File: src/rtl/mmu_pkg.sv
// Shared types and constants for the MIPS address-translation stage.
package mmu_pkg;

  localparam int PFN_W  = 20;
  localparam int VPN2_W = 19;
  localparam int ASID_W = 8;

  localparam logic [2:0] SEG_KSEG0      = 3'b100;
  localparam logic [2:0] SEG_KSEG1      = 3'b101;
  localparam logic [2:0] CACHE_UNCACHED = 3'd2;

  typedef enum logic [1:0] {
    EXC_NONE    = 2'd0,
    EXC_REFILL  = 2'd1,
    EXC_INVALID = 2'd2,
    EXC_MOD     = 2'd3
  } exc_e;

endpackage

File: src/rtl/mmu_seg_decode.sv
// MIPS segment decode: kseg0/kseg1 bypass the TLB, everything else is mapped.
module mmu_seg_decode
  import mmu_pkg::*;
(
  input  logic [2:0] seg,
  output logic       mapped,
  output logic       unmapped_c_sel
);

  // unmapped_c_sel = 1 selects the fixed uncached attribute (kseg1), 0 selects Config.K0
  always_comb begin
    mapped         = 1'b1;
    unmapped_c_sel = 1'b0;
    if (seg == SEG_KSEG0) begin
      mapped = 1'b0;
    end else if (seg == SEG_KSEG1) begin
      mapped         = 1'b0;
      unmapped_c_sel = 1'b1;
    end
  end

endmodule

File: src/rtl/mmu_xlate.sv
// Two-stage virtual-to-physical translation: S1 drives the TLB search port,
// S2 holds the physical address, cache attribute and exception class.
module mmu_xlate
  import mmu_pkg::*;
#(
  parameter int TLB_NUM = 16,
  parameter int IDX_W   = $clog2(TLB_NUM)
) (
  input  logic              clk,
  input  logic              resetn,
  input  logic              flush,
  input  logic [2:0]        cfg_k0,
  input  logic [ASID_W-1:0] cp0_asid,
  input  logic              req_valid,
  output logic              req_ready,
  input  logic [31:0]       req_vaddr,
  input  logic              req_wr,
  output logic [VPN2_W-1:0] s_vpn2,
  output logic              s_odd_page,
  output logic [ASID_W-1:0] s_asid,
  input  logic              s_found,
  input  logic [IDX_W-1:0]  s_index,
  input  logic [PFN_W-1:0]  s_pfn,
  input  logic [2:0]        s_c,
  input  logic              s_d,
  input  logic              s_v,
  output logic              resp_valid,
  input  logic              resp_ready,
  output logic [31:0]       resp_paddr,
  output logic [2:0]        resp_c,
  output logic              resp_mapped,
  output logic [IDX_W-1:0]  resp_index,
  output logic [1:0]        resp_exc,
  output logic              resp_wr,
  output logic [31:0]       resp_vaddr
);

  // Handshake: a transfer happens on a rising edge where valid && ready are both
  // high; valid never depends on ready, and a flush kills both stages and blocks accept.
  logic              s1_valid_q, s1_valid_d;
  logic [31:0]       s1_vaddr_q, s1_vaddr_d;
  logic              s1_wr_q, s1_wr_d;
  logic [ASID_W-1:0] s1_asid_q, s1_asid_d;

  logic              s2_valid_q, s2_valid_d;
  logic [31:0]       s2_paddr_q, s2_paddr_d;
  logic [2:0]        s2_c_q, s2_c_d;
  logic              s2_mapped_q, s2_mapped_d;
  logic [IDX_W-1:0]  s2_index_q, s2_index_d;
  exc_e              s2_exc_q, s2_exc_d;
  logic              s2_wr_q, s2_wr_d;
  logic [31:0]       s2_vaddr_q, s2_vaddr_d;

  logic              s1_adv;
  logic              accept;
  logic              drain;
  logic              seg_mapped;
  logic              seg_uncached;

  logic [31:0]       res_paddr;
  logic [2:0]        res_c;
  logic [IDX_W-1:0]  res_index;
  exc_e              res_exc;

  assign s1_adv    = s1_valid_q && (!s2_valid_q || resp_ready);
  assign req_ready = !flush && (!s1_valid_q || s1_adv);
  assign accept    = req_valid && req_ready;
  assign drain     = s2_valid_q && resp_ready;

  assign s_vpn2     = s1_vaddr_q[31:13];
  assign s_odd_page = s1_vaddr_q[12];
  assign s_asid     = s1_asid_q;

  mmu_seg_decode u_seg (
    .seg            (s1_vaddr_q[31:29]),
    .mapped         (seg_mapped),
    .unmapped_c_sel (seg_uncached)
  );

  // Translation result, sampled into S2 only in the cycle S1 advances
  always_comb begin
    res_paddr = {3'b000, s1_vaddr_q[28:0]};
    res_c     = seg_uncached ? CACHE_UNCACHED : cfg_k0;
    res_index = '0;
    res_exc   = EXC_NONE;
    if (seg_mapped) begin
      if (!s_found) begin
        res_exc   = EXC_REFILL;
        res_paddr = '0;
        res_c     = '0;
      end else begin
        res_paddr = {s_pfn, s1_vaddr_q[11:0]};
        res_c     = s_c;
        res_index = s_index;
        if (!s_v) begin
          res_exc = EXC_INVALID;
        end else if (s1_wr_q && !s_d) begin
          res_exc = EXC_MOD;
        end
      end
    end
  end

  always_comb begin
    s1_valid_d  = s1_valid_q;
    s1_vaddr_d  = s1_vaddr_q;
    s1_wr_d     = s1_wr_q;
    s1_asid_d   = s1_asid_q;
    s2_valid_d  = s2_valid_q;
    s2_paddr_d  = s2_paddr_q;
    s2_c_d      = s2_c_q;
    s2_mapped_d = s2_mapped_q;
    s2_index_d  = s2_index_q;
    s2_exc_d    = s2_exc_q;
    s2_wr_d     = s2_wr_q;
    s2_vaddr_d  = s2_vaddr_q;

    if (accept) begin
      s1_vaddr_d = req_vaddr;
      s1_wr_d    = req_wr;
      s1_asid_d  = cp0_asid;
    end

    if (flush)       s1_valid_d = 1'b0;
    else if (accept) s1_valid_d = 1'b1;
    else if (s1_adv) s1_valid_d = 1'b0;

    if (s1_adv && !flush) begin
      s2_paddr_d  = res_paddr;
      s2_c_d      = res_c;
      s2_mapped_d = seg_mapped;
      s2_index_d  = res_index;
      s2_exc_d    = res_exc;
      s2_wr_d     = s1_wr_q;
      s2_vaddr_d  = s1_vaddr_q;
    end

    if (flush)       s2_valid_d = 1'b0;
    else if (s1_adv) s2_valid_d = 1'b1;
    else if (drain)  s2_valid_d = 1'b0;
  end

  always_ff @(posedge clk or negedge resetn) begin
    if (!resetn) begin
      s1_valid_q  <= 1'b0;
      s1_vaddr_q  <= '0;
      s1_wr_q     <= 1'b0;
      s1_asid_q   <= '0;
      s2_valid_q  <= 1'b0;
      s2_paddr_q  <= '0;
      s2_c_q      <= '0;
      s2_mapped_q <= 1'b0;
      s2_index_q  <= '0;
      s2_exc_q    <= EXC_NONE;
      s2_wr_q     <= 1'b0;
      s2_vaddr_q  <= '0;
    end else begin
      s1_valid_q  <= s1_valid_d;
      s1_vaddr_q  <= s1_vaddr_d;
      s1_wr_q     <= s1_wr_d;
      s1_asid_q   <= s1_asid_d;
      s2_valid_q  <= s2_valid_d;
      s2_paddr_q  <= s2_paddr_d;
      s2_c_q      <= s2_c_d;
      s2_mapped_q <= s2_mapped_d;
      s2_index_q  <= s2_index_d;
      s2_exc_q    <= s2_exc_d;
      s2_wr_q     <= s2_wr_d;
      s2_vaddr_q  <= s2_vaddr_d;
    end
  end

  assign resp_valid  = s2_valid_q;
  assign resp_paddr  = s2_paddr_q;
  assign resp_c      = s2_c_q;
  assign resp_mapped = s2_mapped_q;
  assign resp_index  = s2_index_q;
  assign resp_exc    = s2_exc_q;
  assign resp_wr     = s2_wr_q;
  assign resp_vaddr  = s2_vaddr_q;

endmodule

File: config.mk
export PLATFORM = sky130hd
export DESIGN_NAME = mmu_xlate
export DESIGN_NICKNAME = d
export VERILOG_FILES = /design/src/rtl/mmu_pkg.sv /design/src/rtl/mmu_seg_decode.sv /design/src/rtl/mmu_xlate.sv
export SDC_FILE = /design/constraint.sdc
export NUM_CORES = 1
export LEC_CHECK = 0
export ABC_AREA = 1
export CAP_MARGIN = 20
export CELL_PAD_IN_SITES_DETAIL_PLACEMENT = 1
export CELL_PAD_IN_SITES_GLOBAL_PLACEMENT = 1
export CORE_ASPECT_RATIO = 1.1
export CORE_MARGIN = 5
export CORE_UTILIZATION = 32
export DETAILED_ROUTE_END_ITERATION = 8
export GPL_TIMING_DRIVEN = 1
export PLACE_DENSITY = 0.81
export SLEW_MARGIN = 20
export SYNTH_ARGS = -nofsm -noshare
export SYNTH_HDL_FRONTEND = slang
export SYNTH_SLANG_ARGS = --single-unit
File: constraint.sdc
create_clock -name clk -period 1.8 [get_ports clk]
set_clock_uncertainty 0.2 [all_clocks]
set_input_delay 0.54 -clock clk [delete_from_list [all_inputs] [get_ports clk]]
set_output_delay 0.54 -clock clk [all_outputs]
set_load 0.01 [all_outputs]
==> impl_metrics.csv, run 1 <==
group,metric,value,unit
outcome,status,"finished with violations",
outcome,failed_checks,"negative setup slack",
synthesis,yosysUniqueCellTypes,20,
synthesis,synth_top_family_by_area,"simple AND/OR/NAND/NOR gates",
cells_and_area,nNetsFinal,894,
clock_tree,cts_root_buffer,"clkbuf_16",
floorplan,die_h,144,um
critical_path,critPathMaxFanout,2,
clock_tree,numCtsBuffers,17,
clock_tree,htreeDepth,4,
clock_tree,clock_sinks,118,
sta,min_period,1850,ps
pwr,power.switching,0.00263,W
critical_path,rr_startpoint,"s1_valid_q",
synthesis,synthesis.nets,698,
cells_and_area,syn2layout_area_growth,49.8,%
synthesis,muxShareOfSynthArea,0,%
synthesis,yosysSeqAreaShare,56.9,%
synthesis,syn-cell-area,5190,sq um
grt,grt_pass1_wl,30.7,mm
grt,use_met2,37.6,%
synthesis,ys_seq_elements,118,
synthesis,avgSynthCellArea,8.39,sq um
synthesis,synth_xor_area_share,0,%
cells_and_area,layout_common_cells,"nand2_1 (289), dfrtp_1 (118), clkdlybuf4s50_1 (74)",
grt,top_usage_layer,"met2",
placed_design,dp_hpwl,12.9,mm
cells_and_area,stdcell_count,1027,
critical_path,startpoint,"resp_valid",
pwr,p_sw_share,28.7,%
clock_tree,cts_tree,"yes",
synthesis,synth_fa_ha_area_share,0,%
cells_and_area,final_area,7780,sq um
min_path,hold_start,"s_asid[4]",
floorplan,rows,48,
synthesis,ys.flop_type,"dfrtp_1",
placed_design,post_dp_cell_area,7290,sq um
drt,wl_per_cell,18.6,um
grt,gr-total-overflow,0,
min_path,worstHoldPathType,"flop to flop",
critical_path,arrival,1110,ps
drt,route.detailed.drc,0,
floorplan,die_area,18900,sq um
flow_run,max_cap_violations,0,
sta,fmax,541,MHz
sta,slew_violations,0,
floorplan,die_w,131,um
clock_tree,clock_latency,410,ps
cells_and_area,drive_above_1_share,22.9,%
synthesis,synth_simple_gate_area_share,31.0,%
grt,met3_usage,4.83,%
clock_tree,clk_pin_slew,60,ps
critical_path,cp.required,1060,ps
pwr,pwr-share-clk,39.4,%
grt,antenna_found_initial,0,
critical_path,slowest_delay,370,ps
critical_path,start_kind,"flop",
cells_and_area,final_common_cell,"nand2_1",
cells_and_area,n_antenna_cell,0,
pwr,internal_power,0.00653,W
synthesis,synth_compound_area_share,3.04,%
placed_design,portBuffers,183,
pwr,power.leakage,4.11,nW
pwr,ir_drop,0.000705,V
placed_design,place_congestion,0.777,
pwr,pwr-share-seq,37.5,%
sta,worst_pin_slew,514,ps
pwr,p_comb_share,23.1,%
sta,slew_headroom,65.7,%
synthesis,synth_cells,619,
synthesis,synth-edff-count,0,
drt,drt_iter0_markers,223,
drt,ant_nets,0,
floorplan,initial_core_util,32.9,%
sta,hold_viol,0,
sta,fin_setup_tns,-84.0,ps
drt,vias,5056,
grt,grt_max_degree,44,
critical_path,endpoint_kind,"output port",
sta,worst_slack,-47.5,ps
synthesis,yosys_warnings,0,
critical_path,path_cells,"nand3_2, nand2_1, inv_2, buf_6",
drt,drtPass1Iterations,4,
synthesis,postSynth.asyncResetShare,100,%
sta,rsz0062_at_grt,"true",
pwr,fin_total_pwr,0.00916,W
floorplan,ios,184,
sta,finalCritPeriodShare,103,%
critical_path,critical-path-slowest-cell,"dfrtp_1",
grt,grt_use_total,20.5,%
critical_path,crit_type,"flop to output port",
clock_tree,clock_path_buffers,2,
grt,grt_pass1_vias,5688,
pwr,cellPowerDensity,1180,nW/um^2
floorplan,core_area,15800,sq um
drt,totalWireLength,19.1,mm
sta,setup_violations,2,
drt,vias_per_cell,4.92,
sta,hold_ws,268,ps
grt,grt_use_met1,23.5,%
placed_design,dp_cells,973,
sequential cells by signal, indices dropped and copies added (netlist names):
register / flops
resp_paddr: 32
resp_valid: 1
resp_c: 3
s1_wr_q: 1
resp_mapped: 1
s1_vaddr_q: 32
s1_valid_q: 1
resp_vaddr: 32
s_asid: 8
resp_exc: 2
resp_index: 4
resp_wr: 1
path summary, 6_finish.rpt:
path / endpoint / slack, ps / cells after the start
worst max-delay path: req_ready / -50 / 4
worst min-delay path: s_asid[4] / 270 / 2
worst max register to register: s1_vaddr_q[5] / 0 / 6
worst min register to register: s_asid[4] / 270 / 2
max in group asynchronous: resp_vaddr[7] / 440 / 3
min in group asynchronous: s_asid[2] / 410 / 2
kinds of logic (layout without fill, tap and decap cells):
| family | count (synthesis) | in the layout |
|---|---|---|
| compound gates | 31 | 31 |
| buf+inv | 90 | 298 |
| flops | 118 | 118 |
| simple gates | 380 | 380 |
routing by layer:
layer	part of all wire [%]	wire [um]
met1	40	7690
met2	53	10200
met3	4.1	778
met4	2.2	412
met5	0	0
synth_stat cells (2+ instances only):
library cell,number,area share (%)
buf_6,5,1.1
nand3_2,2,0.39
buf_1,4,0.29
nand3_1,39,3.8
o21ai_0,18,1.7
inv_1,29,2.1
nand2_2,3,0.36
clkbuf_1,12,0.87
inv_2,2,0.14
a21oi_1,2,0.19
o21ai_1,10,0.96
buf_4,20,2.9
nor2_1,4,0.29
dfrtp_1,118,57
nand4_1,41,4.9
buf_2,18,1.7
nand2_1,289,21
power by group through the flow:
| stage | Clock, W | Combinational, W | Sequential (W) |
|---|---|---|---|
| 2_1_floorplan | 0 | 0.000737 | 0.00362 |
| 3_3_place_gp | 0 | 0.00225 | 0.00347 |
| 3_5_place_dp | 0 | 0.00233 | 0.00349 |
| 4_1_cts | 0.00367 | 0.00220 | 0.00344 |
| 5_1_grt | 0.00381 | 0.00234 | 0.00349 |
| 6_report | 0.00361 | 0.00212 | 0.00343 |
area by class of cell:
cell class	count	area [sq um]
Sequential cell	118	2950
Clock inverter	9	149
Fill cell	1895	8020
Multi-Input combinational cell	411	1770
Inverter	31	116
Clock buffer	22	474
Tap cell	200	250
Timing Repair Buffer	236	2060
critical path, delay by kind of cell, from the launching register on:
family                 cells  cell delay [ps]
AND/OR/NAND/NOR            2              170
buffers and inverters      2              150
flip-flops                 1              370
timing repair:
| item | in CTS | in global routing |
|---|---|---|
| buffers inserted | 12 | 10 |
| hold buffers | 1 | 0 |
| endpoints found under the setup margin | 192 | 100 |
| resized for setup | 298 | 50 |
| endpoints found under the hold margin | 19 | 0 |
| pin swaps | 2 | 0 |
metrics by stage:
step / utilization [%] / setup WS, ps
2_1_floorplan: - / 30.6
3_3_place_gp: 46.2 / -765
3_5_place_dp: 46.2 / -771
4_1_cts: 50.4 / -83.5
5_1_grt: 49.2 / -102
6_report: 49.2 / -47.5
(Power assumes the default switching activity.)
==> run 2: changes to the inputs <==
--- a/config.mk
+++ b/config.mk
@@ -11,10 +11,11 @@
 export CELL_PAD_IN_SITES_GLOBAL_PLACEMENT = 1
 export CORE_ASPECT_RATIO = 1.1
 export CORE_MARGIN = 5
-export CORE_UTILIZATION = 32
+export CORE_UTILIZATION = 29
 export DETAILED_ROUTE_END_ITERATION = 8
 export GPL_TIMING_DRIVEN = 1
-export PLACE_DENSITY = 0.81
+export PLACE_DENSITY = 0.78
+export SKIP_CTS_REPAIR_TIMING = 1
 export SLEW_MARGIN = 20
 export SYNTH_ARGS = -nofsm -noshare
 export SYNTH_HDL_FRONTEND = slang
==> constraint.sdc (replaced) <==
create_clock -name clk -period 1.5 [get_ports clk]
set_clock_uncertainty 0.2 [all_clocks]
set_input_delay 0.45 -clock clk [delete_from_list [all_inputs] [get_ports clk]]
set_output_delay 0.45 -clock clk [all_outputs]
set_load 0.01 [all_outputs]
==> run 2 against run 1 <==
Net effect:
- the run still ends with negative setup slack left
- global-route usage is 2.4 points lower
- register-to-register slack lost 200 ps
- final cell count increased by 14%
- critical path depth up 1
- combinational power is 67% higher
- first-iteration DRC count is 20% lower
- power increased by 30%
- wire length increased by 20%
- flip-flop and latch count stayed put
- critical endpoint unchanged
- largest power group unchanged
==> impl_metrics.csv, run 2 (synthesis results as in run 1) <==
group,metric,value,unit
critical_path,rr_startpoint,"s1_valid_q",
grt,grt_use_total,18.1,%
critical_path,cp.required,850,ps
cells_and_area,utilization,52.2,%
clock_tree,numCtsBuffers,17,
sta,finalCritPeriodShare,123,%
floorplan,ios,184,
floorplan,die_h,150,um
clock_tree,htreeDepth,4,
sta,worst_pin_slew,285,ps
cells_and_area,syn2layout_area_growth,77.6,%
floorplan,initial_core_util,29.4,%
cells_and_area,drive_above_1_share,36.0,%
sta,hold_viol,0,
floorplan,die_area,20700,sq um
drt,vias,5460,
outcome,status,"finished with violations",
critical_path,r2r_cells,7,
critical_path,startpoint,"resp_valid",
clock_tree,clock_sinks,118,
cells_and_area,nNetsFinal,996,
critical_path,reg2reg_to,"resp_vaddr[19]",
drt,drtPass1Iterations,4,
min_path,worstHoldPathType,"primary input to flop",
drt,wl_per_cell,19.6,um
flow_run,max_cap_violations,0,
critical_path,crit_end,"req_ready",
cells_and_area,final_common_cell,"nand2_1",
grt,grt_max_degree,42,
grt,grt_pass1_vias,5205,
sta,setup_violations,217,
floorplan,core_area,17700,sq um
pwr,cellPowerDensity,1290,nW/um^2
pwr,ir_drop,0.000771,V
critical_path,critPathMaxFanout,3,
drt,drt_iter0_markers,178,
sta,min_period,1840,ps
grt,gr-total-overflow,0,
cells_and_area,layout_common_cells,"nand2_1 (274), dfrtp_1 (118), buf_4 (107)",
critical_path,endpoint_kind,"output port",
sta,slew_headroom,81.0,%
placed_design,place_congestion,0.796,
clock_tree,clock_path_buffers,2,
placed_design,dp_hpwl,12.9,mm
floorplan,rows,51,
grt,grt_pass1_wl,28.7,mm
sta,rsz0062_at_grt,"true",
critical_path,rrSetupSlack,-200,ps
clock_tree,clk_pin_slew,60,ps
clock_tree,clock_latency,420,ps
critical_path,start_kind,"flop",
sta,slew_violations,0,
floorplan,die_w,138,um
sta,fmax,543,MHz
drt,totalWireLength,22.9,mm
critical_path,arrival,1190,ps
pwr,power.leakage,4.88,nW
drt,route.detailed.drc,0,
critical_path,crit_type,"flop to output port",
clock_tree,cts_tree,"yes",
drt,ant_nets,0,
outcome,failed_checks,"negative setup slack",
clock_tree,cts_root_buffer,"clkbuf_16",
drt,vias_per_cell,4.67,
sta,fin_setup_tns,-18100,ps
grt,antenna_found_initial,1,
sta,worst_slack,-342,ps
placed_design,portBuffers,183,
-- run 2: power breakdown --
| group | switching (W) | internal, W | total [W] |
|---|---|---|---|
| Sequential | 0.000392 | 0.00376 | 0.00415 |
| Clock | 0.00158 | 0.00263 | 0.00420 |
| Combinational | 0.00165 | 0.00188 | 0.00353 |
| Total | 0.00361 | 0.00827 | 0.0119 |
-- run 2: area by class of cell --
type	instances	area, sq um
clock buffers	18	429
flip-flops and latches	118	2950
clock inverters	14	179
repair buffers	337	3270
inverters	31	121
multi-input cells	412	1970
fillers	2059	8460
diodes	1	2.50
well taps	238	298
-- run 2: worst max-delay path, cell delays in order, from the launching register on --
cell,delay [ps]
dfrtp_1,390
buf_6,120
nand3_4,70
nand2_4,50
inv_2,50
buf_6,90
-- run 2: worst min-delay path by stage --
stage	startpoint	to	slack, ps	cells after the start
after floorplan	resetn	resp_c[0]	-50	0
after global placement	resetn	s1_vaddr_q[30]	150	1
after detailed placement	resetn	s1_vaddr_q[30]	150	1
after CTS	resetn	s1_vaddr_q[30]	-290	1
after global routing	flush	resp_valid	220	3
final	flush	resp_valid	230	3
-- run 2: layer usage --
metal / GRT usage (%) / routed length [um] / vias up
met4: 5.44 / 424 / 0
met2: 30.9 / 12000 / 139
met3: 4.85 / 1260 / 23
met1: 22.3 / 9150 / 2737
li1: - / - / 2561
met5: 0 / 0 / -
-- run 2: stage by stage --
step / worst slack [ps] / hold WS [ps] / instance area (sq um) / std cells / total power [W]
after global routing: -389 / 223 / 9220 / 1169 / 0.0125
after floorplan: 2.10 / -45.6 / 5220 / 619 / 0.00523
final: -342 / 225 / 9220 / 1169 / 0.0119
after detailed placement: -954 / 154 / 7640 / 1045 / 0.00722
after global placement: -912 / 148 / 7640 / 1045 / 0.00712
after CTS: -911 / -292 / 8250 / 1077 / 0.0115
==> run 3: changes to the inputs <==
--- a/config.mk
+++ b/config.mk
@@ -6,7 +6,6 @@
 export NUM_CORES = 1
 export LEC_CHECK = 0
 export ABC_AREA = 1
-export CAP_MARGIN = 20
 export CELL_PAD_IN_SITES_DETAIL_PLACEMENT = 1
 export CELL_PAD_IN_SITES_GLOBAL_PLACEMENT = 1
 export CORE_ASPECT_RATIO = 1.1
@@ -14,7 +13,7 @@
 export CORE_UTILIZATION = 29
 export DETAILED_ROUTE_END_ITERATION = 8
 export GPL_TIMING_DRIVEN = 1
-export PLACE_DENSITY = 0.78
+export PLACE_DENSITY_LB_ADDON = 0.1
 export SKIP_CTS_REPAIR_TIMING = 1
 export SLEW_MARGIN = 20
 export SYNTH_ARGS = -nofsm -noshare
==> run 3 against run 2 <==
Net effect:
- the run still ends with negative setup slack left
- worst hold slack better by 10 ps
- final cell count down 2.4%
- die area unchanged
- sequential power about the same
- count of clock-buffer cells in the layout up 6
- via count down 2.5%
- wire length down 6.4%
- maximum frequency down 0.40%
- cell area down 5.6%
==> impl_metrics.csv, run 3 (synthesis results as in run 1) <==
group,metric,value,unit
cells_and_area,stdcell_count,1141,
sta,fin_setup_tns,-33120,ps
pwr,power.leakage,4.65,nW
sta,fmax,541,MHz
clock_tree,htreeDepth,4,
sta,worst_slack,-350,ps
grt,gr-total-overflow,0,
floorplan,ios,184,
drt,vias,5321,
critical_path,cp.required,850,ps
cells_and_area,nNetsFinal,969,
min_path,worstHoldPathType,"primary input to flop",
grt,antenna_found_initial,0,
drt,totalWireLength,21.4,mm
clock_tree,clk_pin_slew,60,ps
clock_tree,numCtsBuffers,17,
critical_path,endpoint_kind,"output port",
drt,wl_per_cell,18.8,um
floorplan,initial_core_util,29.4,%
sta,hold_viol,0,
cells_and_area,layout_common_cells,"nand2_1 (287), dfrtp_1 (118), buf_4 (90)",
sta,setup_violations,222,
cells_and_area,regArea,2950,sq um
cells_and_area,syn2layout_area_growth,67.7,%
flow_run,max_cap_violations,0,
drt,ant_nets,0,
critical_path,crit_type,"flop to output port",
critical_path,critPathMaxFanout,2,
drt,routed.top_layer,"met4",
cells_and_area,drive_above_1_share,31.0,%
pwr,cellPowerDensity,1310,nW/um^2
drt,vias_per_cell,4.66,
clock_tree,clock_path_buffers,2,
floorplan,die_w,138,um
sta,finalCritPeriodShare,123,%
grt,grt_pass1_wl,28.2,mm
drt,route.detailed.drc,0,
grt,grt_max_degree,42,
sta,rsz0062_at_grt,"true",
placed_design,dpl_worst_slack,-885,ps
floorplan,core_area,17700,sq um
cells_and_area,fillCellCount,2061,
clock_tree,cts_root_buffer,"clkbuf_16",
drt,drt_iter0_markers,212,
cells_and_area,multiInputGateArea,1880,sq um
floorplan,die_area,20700,sq um
sta,slew_violations,0,
sta,min_period,1850,ps
pwr,ir_drop,0.000717,V
placed_design,portBuffers,183,
placed_design,dp_cells,1040,
critical_path,start_kind,"flop",
floorplan,rows,51,
cells_and_area,n_antenna_cell,0,
placed_design,dp_hpwl,12.9,mm
grt,grt_use_total,17.7,%
outcome,status,"finished with violations",
floorplan,die_h,150,um
clock_tree,clock_sinks,118,
sta,worst_pin_slew,325,ps
drt,drtPass1Iterations,4,
drt,wl_met3,1.07,mm
outcome,failed_checks,"negative setup slack",
placed_design,place_congestion,0.797,
drt,wl_met2,10.7,mm
critical_path,arrival,1200,ps
cells_and_area,final_common_cell,"nand2_1",
drt,drt-met1-wl,9.29,mm
grt,grt_pass1_vias,5398,
clock_tree,clock_latency,410,ps
sta,slew_headroom,78.3,%
clock_tree,cts_tree,"yes",
-- run 3: critical path, stage by stage (launching register included) --
cell and delay [ps]:
dfrtp_1 400, buf_6 130, nand3_4 60, nand2_4 50, inv_2 50, buf_6 90
-- run 3: final timing paths --
kind / startpoint / slack [ps] / end / cells past startpoint
setup / recovery: resp_valid / -350 / req_ready / 5
max in group asynchronous: resetn / 210 / s1_vaddr_q[16] / 3
hold / removal: flush / 240 / resp_valid / 3
hold reg to reg: resp_paddr[12] / 270 / resp_paddr[12] / 2
setup reg to reg: s1_valid_q / -350 / resp_vaddr[20] / 10
min in group asynchronous: resetn / 250 / resp_paddr[25] / 2
-- run 3: metal layers --
metal | up-vias | GRT usage [%]
li1 | 2504 | -
met1 | 2659 | 21.7
met2 | 138 | 30.2
met3 | 20 | 4.14
met4 | 0 | 6.44
met5 | - | 0
-- run 3: where the power goes --
group	internal, W	leakage (nW)	total [W]	switching, W
Clock	0.00261	0.290	0.00407	0.00146
Combinational	0.00166	2.85	0.00316	0.00150
Sequential	0.00376	1.51	0.00414	0.000382
Total	0.00803	4.65	0.0114	0.00334
-- run 3: area by class of cell --
class / count / share of cell area [%]
sequential: 118 / 33.9
multi-input combinational: 414 / 21.6
clock inverter: 8 / 1.11
tap: 238 / 3.42
inverter: 31 / 1.39
timing repair buffer: 308 / 33.0
clock buffer: 24 / 5.65
-- run 3: per-stage QoR --
step                      utilization, %  cell area [sq um]  power (W)  hold slack, ps
after floorplan                        -               5220    0.00523           -45.6
after global placement              42.9               7580    0.00707             142
after detailed placement            42.9               7580    0.00715             145
after CTS                           46.2               8170     0.0113            -299
after global routing                49.3               8710     0.0120             246
final                               49.3               8710     0.0114             236
